**config.mk**
```make
export PLATFORM = sky130hd
export DESIGN_NAME = bcd_mod_counter
export DESIGN_NICKNAME = d
export VERILOG_FILES = /design/src/rtl/bcd_pkg.sv /design/src/rtl/bcd_digit_step.sv /design/src/rtl/bcd_mod_counter.sv
export SDC_FILE = /design/constraint.sdc
export NUM_CORES = 1
export LEC_CHECK = 0
export BUFFER_PORTS_ARGS = -buffer_cell sky130_fd_sc_hd__clkbuf_2
export CAP_MARGIN = 20
export CORE_MARGIN = 1.5
export CORE_UTILIZATION = 52
export CTS_BUF_LIST = sky130_fd_sc_hd__clkbuf_8 sky130_fd_sc_hd__clkbuf_16
export DETAILED_ROUTE_END_ITERATION = 10
export HOLD_SLACK_MARGIN = 0.03
export PLACE_DENSITY = 0.8
export SYNTH_ARGS = -nofsm -noshare
export SYNTH_HDL_FRONTEND = slang
export SYNTH_SLANG_ARGS = --single-unit
```
**constraint.sdc**
```tcl
create_clock -name clk -period 2.3 [get_ports clk]
set_input_delay 0.46 -clock clk [delete_from_list [all_inputs] [get_ports clk]]
set_output_delay 0.46 -clock clk [all_outputs]
set_load 0.02 [all_outputs]
```
**src/rtl/bcd_pkg.sv**
```systemverilog
// Shared constants and helpers for the BCD modulus counter.
// Holds the BCD digit width, the decimal digit maximum and the supported decade count.
package bcd_pkg;

    // Bits per BCD decade.
    localparam int unsigned BCD_W = 4;

    // Largest legal decimal digit.
    localparam int unsigned DIGIT_MAX = 9;

    // Largest number of decades a counter instance may have.
    localparam int unsigned MAX_DIGITS = 4;

    // DIGIT_MAX as a BCD nibble, for direct comparison against digits.
    localparam logic [BCD_W-1:0] DIGIT_MAX_BCD = 4'(DIGIT_MAX);

    // One extra decade so that a modulus of 10^MAX_DIGITS is still representable.
    localparam int unsigned BCD_FULL_W = BCD_W * (MAX_DIGITS + 1);

    // Action chosen on a clock edge, in priority order load > step > hold.
    typedef enum logic [1:0] {
        OpHold,
        OpLoad,
        OpStep
    } op_e;

    // 10^n, used to bound MODULUS at elaboration.
    function automatic int unsigned pow10(input int unsigned n);
        int unsigned r;
        r = 1;
        for (int unsigned i = 0; i < n; i++) begin
            r = r * 10;
        end
        return r;
    endfunction

    // Binary-to-BCD conversion for elaboration-time constants.
    function automatic logic [BCD_FULL_W-1:0] to_bcd(input int unsigned value);
        logic [BCD_FULL_W-1:0] r;
        int unsigned v;
        r = '0;
        v = value;
        for (int unsigned i = 0; i < MAX_DIGITS + 1; i++) begin
            r[i*BCD_W +: BCD_W] = 4'(v % 10);
            v = v / 10;
        end
        return r;
    endfunction

endpackage

```
**src/rtl/bcd_digit_step.sv**
```systemverilog
// One BCD decade of the counter's increment/decrement ripple chain.
// With carry_in set the digit steps by one in the chosen direction; carry_out
// flags the 9->0 (up) or 0->9 (down) rollover so the next decade steps too.
module bcd_digit_step
    import bcd_pkg::*;
(
    input  logic [BCD_W-1:0] digit,
    input  logic             up,
    input  logic             carry_in,
    output logic [BCD_W-1:0] next_digit,
    output logic             carry_out
);

    // Step the digit only when the lower decades ripple into it.
    always_comb begin
        next_digit = digit;
        carry_out  = 1'b0;
        if (carry_in) begin
            if (up) begin
                if (digit >= DIGIT_MAX_BCD) begin
                    next_digit = '0;
                    carry_out  = 1'b1;
                end else begin
                    next_digit = digit + 4'd1;
                end
            end else begin
                if (digit == '0) begin
                    next_digit = DIGIT_MAX_BCD;
                    carry_out  = 1'b1;
                end else begin
                    next_digit = digit - 4'd1;
                end
            end
        end
    end

endmodule

```
**src/rtl/bcd_mod_counter.sv**
```systemverilog
// Multi-decade BCD up/down counter with programmable modulus, synchronous load
// with validity checking, and registered wrap (carry/borrow) and load-error pulses.
// All outputs come straight from flops so instances can be chained carry -> en.
module bcd_mod_counter
    import bcd_pkg::*;
#(
    parameter int unsigned DIGITS  = 2,
    parameter int unsigned MODULUS = 24
) (
    input  logic                    clk,
    input  logic                    reset,
    input  logic                    en,
    input  logic                    up,
    input  logic                    load,
    input  logic [BCD_W*DIGITS-1:0] load_val,
    output logic [BCD_W*DIGITS-1:0] count,
    output logic                    carry,
    output logic                    load_err
);

    localparam int unsigned W = BCD_W * DIGITS;

    // Reject illegal parameterisations at elaboration.
    if (DIGITS < 1 || DIGITS > MAX_DIGITS) begin : g_bad_digits
        $error("bcd_mod_counter: DIGITS must be in 1..%0d", MAX_DIGITS);
    end
    if (MODULUS < 2 || MODULUS > pow10(DIGITS)) begin : g_bad_modulus
        $error("bcd_mod_counter: MODULUS must be in 2..10^DIGITS");
    end

    // MODULUS carries one extra decade so 10^DIGITS does not overflow the compare.
    localparam logic [BCD_FULL_W-1:0] MOD_BCD_FULL = to_bcd(MODULUS);
    localparam logic [BCD_FULL_W-1:0] TOP_BCD_FULL = to_bcd(MODULUS - 1);
    localparam logic [W+BCD_W-1:0]    MOD_BCD      = MOD_BCD_FULL[W+BCD_W-1:0];
    localparam logic [W-1:0]          TOP_VAL      = TOP_BCD_FULL[W-1:0];

    logic [W-1:0]  count_q, count_d;
    logic          carry_q, carry_d;
    logic          err_q, err_d;

    logic [W-1:0]  step_val;
    logic [DIGITS:0] chain;
    logic          load_digits_ok;
    logic          load_in_range;
    logic          load_ok;
    logic          wrap;
    op_e           op;

    // Ripple chain: the lowest decade always steps, higher ones step on rollover.
    assign chain[0] = 1'b1;

    for (genvar g = 0; g < DIGITS; g++) begin : g_digit
        bcd_digit_step u_step (
            .digit      (count_q[g*BCD_W +: BCD_W]),
            .up         (up),
            .carry_in   (chain[g]),
            .next_digit (step_val[g*BCD_W +: BCD_W]),
            .carry_out  (chain[g+1])
        );
    end

    // A load is accepted only if every nibble is a decimal digit and the value is below MODULUS.
    always_comb begin
        load_digits_ok = 1'b1;
        for (int unsigned i = 0; i < DIGITS; i++) begin
            if (load_val[i*BCD_W +: BCD_W] > DIGIT_MAX_BCD) begin
                load_digits_ok = 1'b0;
            end
        end
        // With all-decimal digits, BCD ordering matches numeric ordering.
        load_in_range = {{BCD_W{1'b0}}, load_val} < MOD_BCD;
        load_ok       = load_digits_ok && load_in_range;
    end

    // Counting up wraps at MODULUS-1; counting down wraps at zero, which is
    // exactly when the borrow ripples out of the top decade.
    always_comb begin
        wrap = up ? (count_q == TOP_VAL) : chain[DIGITS];
    end

    // Resolve the edge's action: load beats enable beats hold.
    always_comb begin
        if (load) begin
            op = OpLoad;
        end else if (en) begin
            op = OpStep;
        end else begin
            op = OpHold;
        end
    end

    // Next-state for count and the single-cycle flags.
    always_comb begin
        count_d = count_q;
        carry_d = 1'b0;
        err_d   = 1'b0;
        unique case (op)
            OpLoad: begin
                if (load_ok) begin
                    count_d = load_val;
                end else begin
                    err_d = 1'b1;
                end
            end
            OpStep: begin
                if (wrap) begin
                    count_d = up ? '0 : TOP_VAL;
                    carry_d = 1'b1;
                end else begin
                    count_d = step_val;
                end
            end
            default: begin
                count_d = count_q;
            end
        endcase
    end

    // State registers; reset is the only asynchronous path into them.
    always_ff @(posedge clk or negedge reset) begin
        if (!reset) begin
            count_q <= '0;
            carry_q <= 1'b0;
            err_q   <= 1'b0;
        end else begin
            count_q <= count_d;
            carry_q <= carry_d;
            err_q   <= err_d;
        end
    end

    assign count    = count_q;
    assign carry    = carry_q;
    assign load_err = err_q;

endmodule
```
==> Word-level counts from Yosys, hierarchy flattened <==
Index checks and enable logic that the tools add are counted.
{ "classes": {"eq_ne": 5, "magnitude_cmp": 5, "muxes": 25, "reduce_logical": 6, "addsub": 4} }
{ "op_table": {"columns": ["cell", "n"], "rows": [
  ["$mux 4", 7],
  ["$mux 8", 2],
  ["$pmux 8 s2", 1],
  ["$mux 1", 12],
  ["$add 4x1->4 const B", 2],
  ["$eq 8x6->1 const B", 1],
  ["$ge 4x4->1 const B", 2],
  ["$gt 4x4->1 const B", 2],
  ["$logic_not 4->1", 2],
  ["$lt 8x6->1 const B", 1],
  ["$sub 4x1->4 const B", 2],
  ["$mux 6", 1],
  ["$mux 2", 2],
  ["$ne 3x2->1 const B", 1],
  ["$reduce_and 3->1", 1],
  ["$eq 2x1->1 const B", 1],
  ["$eq 2x2->1 const B", 1],
  ["$ne 2x2->1 const B", 1],
  ["$reduce_and 2->1", 1],
  ["$reduce_bool 2->1", 1],
  ["$logic_and 1x1->1", 1]
]} }
{ "totals": {"out_inout_bits": 10, "reg_bits": 10, "word_cells": 49, "in_bits": 13} }

==> Longest topological paths before layout <==
{ "logic_depth": {"ltp_word": 7, "depth_mapped": 8, "ltp_nobuf": 7} }

==> Cells and area by module <==
A second synthesis with hierarchy kept.
{ "hier_totals": {"cells_unflattened": 130, "hier_area_um2": 1147.4} }
{ "by_module_without_submodules": {"columns": ["module", "seq_area_each_um2", "area_per_inst_um2", "cells_each", "n_inst"], "rows": [
  ["bcd_digit_step", 0.0, 290.3, 38, 2],
  ["bcd_mod_counter", 250.2, 566.8, 54, 1]
]} }

==> Least setup slack after synthesis <==
OpenSTA, ideal clock, no wires.
{ "synth_timing": {"path_type": "register to register", "startpoint": "reg count_q[0] (netlist: count[0])", "endpoint": "reg count_q[4] (netlist: count[4])", "t_arrival_ps": 2075, "period_less_slack_ps": 2200, "setup_time_ps": 125, "stages_incl_launch_ff": 8, "setup_slack_ps": 100, "path_buffers": 1, "cell_sequence": "dfrtp_1 -> inv_1 -> ha_1 -> or4b_4 -> a31oi_1 -> or2_2 -> buf_2 -> mux2_2"} }
{ "synth_between": {"elab_chain_cells": 7} }
{ "synth_rtl": {"columns": ["element", "line", "text"], "rows": [
  ["from (decl)", "bcd_mod_counter.sv:37", "logic [W-1:0] count_q, count_d;"],
  ["from (signal assigned)", "bcd_mod_counter.sv:126", "count_q <= count_d;"],
  ["$ge 4x4->1 / $logic_not 4->1 (equally long branches)", "bcd_digit_step.sv:20, bcd_digit_step.sv:27", null],
  ["$mux 1, on equally long branches", "bcd_digit_step.sv:20, bcd_digit_step.sv:27", null],
  ["$mux 1", "bcd_digit_step.sv:19", "if (up) begin"],
  ["$mux 1", "bcd_digit_step.sv:18", "if (carry_in) begin"],
  ["$mux 1", "bcd_mod_counter.sv:78", "wrap = up ? (count_q == TOP_VAL) : chain[DIGITS];"],
  ["$ne 3x2->1 (no source line) / $mux 8 (equally long branches)", null, null],
  ["$reduce_and 3->1 (no source line) / $pmux 8 s2 (equally long branches)", null, null]
]} }
Several ways; a longest one is shown, not always the timed one.
A chain may end at the register's enable or synchronous reset.

==> Final worst setup path <==
{ "layout_timing": {"startpoint": "reg count_q[5] (netlist: count[5])", "endpoint": "reg count_q[4] (netlist: count[4])"} }
{ "layout_between": {"elab_chain_cells": 6} }
{ "layout_rtl": {"columns": ["element", "line", "text"], "rows": [
  ["$ge 4x4->1 / $logic_not 4->1 (equally long branches)", "bcd_digit_step.sv:20, bcd_digit_step.sv:27", null],
  ["$mux 4 (tied with other cells)", "bcd_digit_step.sv:20", "if (digit >= DIGIT_MAX_BCD) begin"],
  ["$mux 4 / $mux 1 (equally long branches)", "bcd_digit_step.sv:19, bcd_digit_step.sv:18", null],
  ["$mux 4 / $mux 1 (equally long branches)", "bcd_digit_step.sv:18, bcd_mod_counter.sv:78", null],
  ["$mux 8 / $ne 3x2->1 (equally long branches)", null, null],
  ["$pmux 8 s2 / $reduce_and 3->1 (equally long branches)", null, null]
]} }
Several ways; a longest one is shown, not always the timed one. The select of a mux whose other input is x is not followed.

==> flow_summary.toml <==
[placed_design]
gp_congestion = 0.879
place_ws_ps = 154
numPlacedInstances = 158
place_area_um2 = 1090
numPortBuffers = 22
dpl.hpwl_um = 1760

[cts]
cts_root_buf = "clkbuf_8"
cts_buffers = 3
clock_latency_ps = 240
cts_setup_buffers = 0
cts_resized = 0
hold_buffers = 0
clkSlewWorstSetupHoldPaths_ps = 50
cts.sinks = 10
cts.htree.levels = 1
cts_tree = "done"
clockBufferDepth = 2

[synth]
synth.largest_area_cell = "dfrtp_1"
syn_avg_cell_area_um2 = 8.40
synth.area.top_cells = "dfrtp_1 (26%), ha_1 (10%), o21ai_0 (4.7%), nor2_1 (3.5%), a21oi_1 (2.6%)"
syn_area_um2 = 957
ys.flop_type = "dfrtp_1"
synth.distinct_cells = 41
synth_nets = 135
synth_top_area_share_pct = 26.1
syn_inst = 114
async_reset_ff_share_pct = 100
ys_warn_count = 0
synth_edf_count = 0
yosys_register_bits = 10
synth-seq-area-share_pct = 26.1

[power_and_ir_drop]
power_density_nw_per_um2 = 857
finalPower_mw = 0.972
ir_drop_v = 0.000577
p_leak_nw = 0.511

[global_route]
grt_pass1_wl_um = 3520
grt_pass1_vias = 826
grt-ovfl-total = 0
grt_max_degree = 19
antenna_found_initial = 0
grt_usage_pct = 23.2

[sta]
holdWs_ps = 88.4
fmax_mhz = 466
hold_viol_final = 0
fin_crit_sh_pct = 93.4
worst_slew_pin_slew_ps = 385
period_minus_slack_ps = 2150
tns_ps = 0
relSlewSlack_pct = 74.3
rsz0062_at_grt = "false"
drv_slew = 0
finalWorstSetupSlack_ps = 152
fin_skew_ps = 2.62
setup_viol = 0

[finish]
syn_to_final_growth_pct = 18.4
stdcell_count = 161
nNetsFinal = 159
diodes = 0
drive_above_1_share_pct = 28.7
utilization_pct = 65.7
final_area_um2 = 1130

[floorplanning]
ios = 23
initial_core_util_pct = 55.4
die_x_um = 45.9
die_h_um = 45.9
row_count = 15
core_um2 = 1730
dieArea_um2 = 2110

[detailed_routing]
drc = 0
vias = 940
drt_wl_total_um = 2230
first_pass_iters = 4
drtAntennaViolNets = 0
first_iter_violations = 17
wl_per_cell_um = 13.9
vias_per_cell = 5.84

[run_status]
outcome = "completed"

[worst_setup_path]
cp_max_fo = 5
cp.arrival_ps = 2270
critPathLaunchType = "register"
timing_worst_setup_path_type = "reg2reg"
end_kind = "register"
cp.required_ps = 2420

[run]
cap_violations = 0

[hold_path]
hp-class = "in2async"
cell families after synthesis:
| group | Yosys count | synth area share, % |
|---|---|---|
| simple gates | 40 | 23.4 |
| compound gates | 37 | 27.2 |
| buf+inv | 13 | 6.54 |
| flops | 10 | 26.1 |
| fa+ha+maj | 8 | 10.5 |
| mux | 4 | 4.44 |
| xor+xnor | 2 | 1.83 |
routing by layer:
layer | global-route usage [%] | up-vias | routed length (um)
met5 | 0 | - | 0
met4 | 10.9 | 0 | 42
met3 | 2.78 | 5 | 136
met2 | 35.8 | 35 | 1030
met1 | 31.8 | 434 | 1020
li1 | - | 466 | -
cells in the mapped netlist, types with 3 or more instances:
cell type,count
dfrtp_1,10
nor2_1,9
o21ai_0,9
ha_1,8
a21oi_1,5
buf_2,5
inv_1,5
nand3_1,5
nand2_1,4
nor3_1,4
a31oi_1,3
nand2b_1,3
flip-flops by register name (all words and copies together) (netlist names):
name      flops
carry         1
load_err      1
count         8
final timing paths:
check                               from  endpoint  slack (ps)  cells past startpoint
max in group asynchronous          reset  count[3]        1990                      1
worst max-delay path            count[5]  count[4]         150                      7
worst min-delay path               reset  load_err          90                      1
worst min register to register  count[0]  count[0]         590                      2
worst max register to register  count[5]  count[4]         150                      7
min in group clk                    load  load_err         490                      2
final cells by class:
cell class	instances	area [um2]
well taps	25	31.3
fillers	152	593
inverters	5	18.8
clock buffers	3	41.3
repair buffers	27	148
multi-input cells	91	644
flip-flops and latches	10	250
layout by cell type (no fill, tap or decap), types with 3 or more instances in the layout:
cell       n
nand3_1    5
inv_1      5
o21ai_0    9
clkbuf_8   3
nor2_1     9
dfrtp_1   10
a21oi_1    5
nand2_1    4
nand2b_1   3
ha_1       8
a31oi_1    3
nor3_1     4
clkbuf_2  22
buf_4      5
report_power, final:
part / switching, mW / leakage (nW) / internal [mW]
clock: 0.0734 / 0.0216 / 0.115
sequential: 0.0518 / 0.123 / 0.213
combinational: 0.292 / 0.366 / 0.226
total: 0.418 / 0.511 / 0.554
critical path, stage by stage, from the launching register on:
cell,delay (ps)
dfrtp_1,370
inv_1,120
ha_1,210
or3b_2,510
o21ai_4,200
nor2b_1,120
a32o_1,230
mux2_2,260
(Power assumes the default switching activity.)
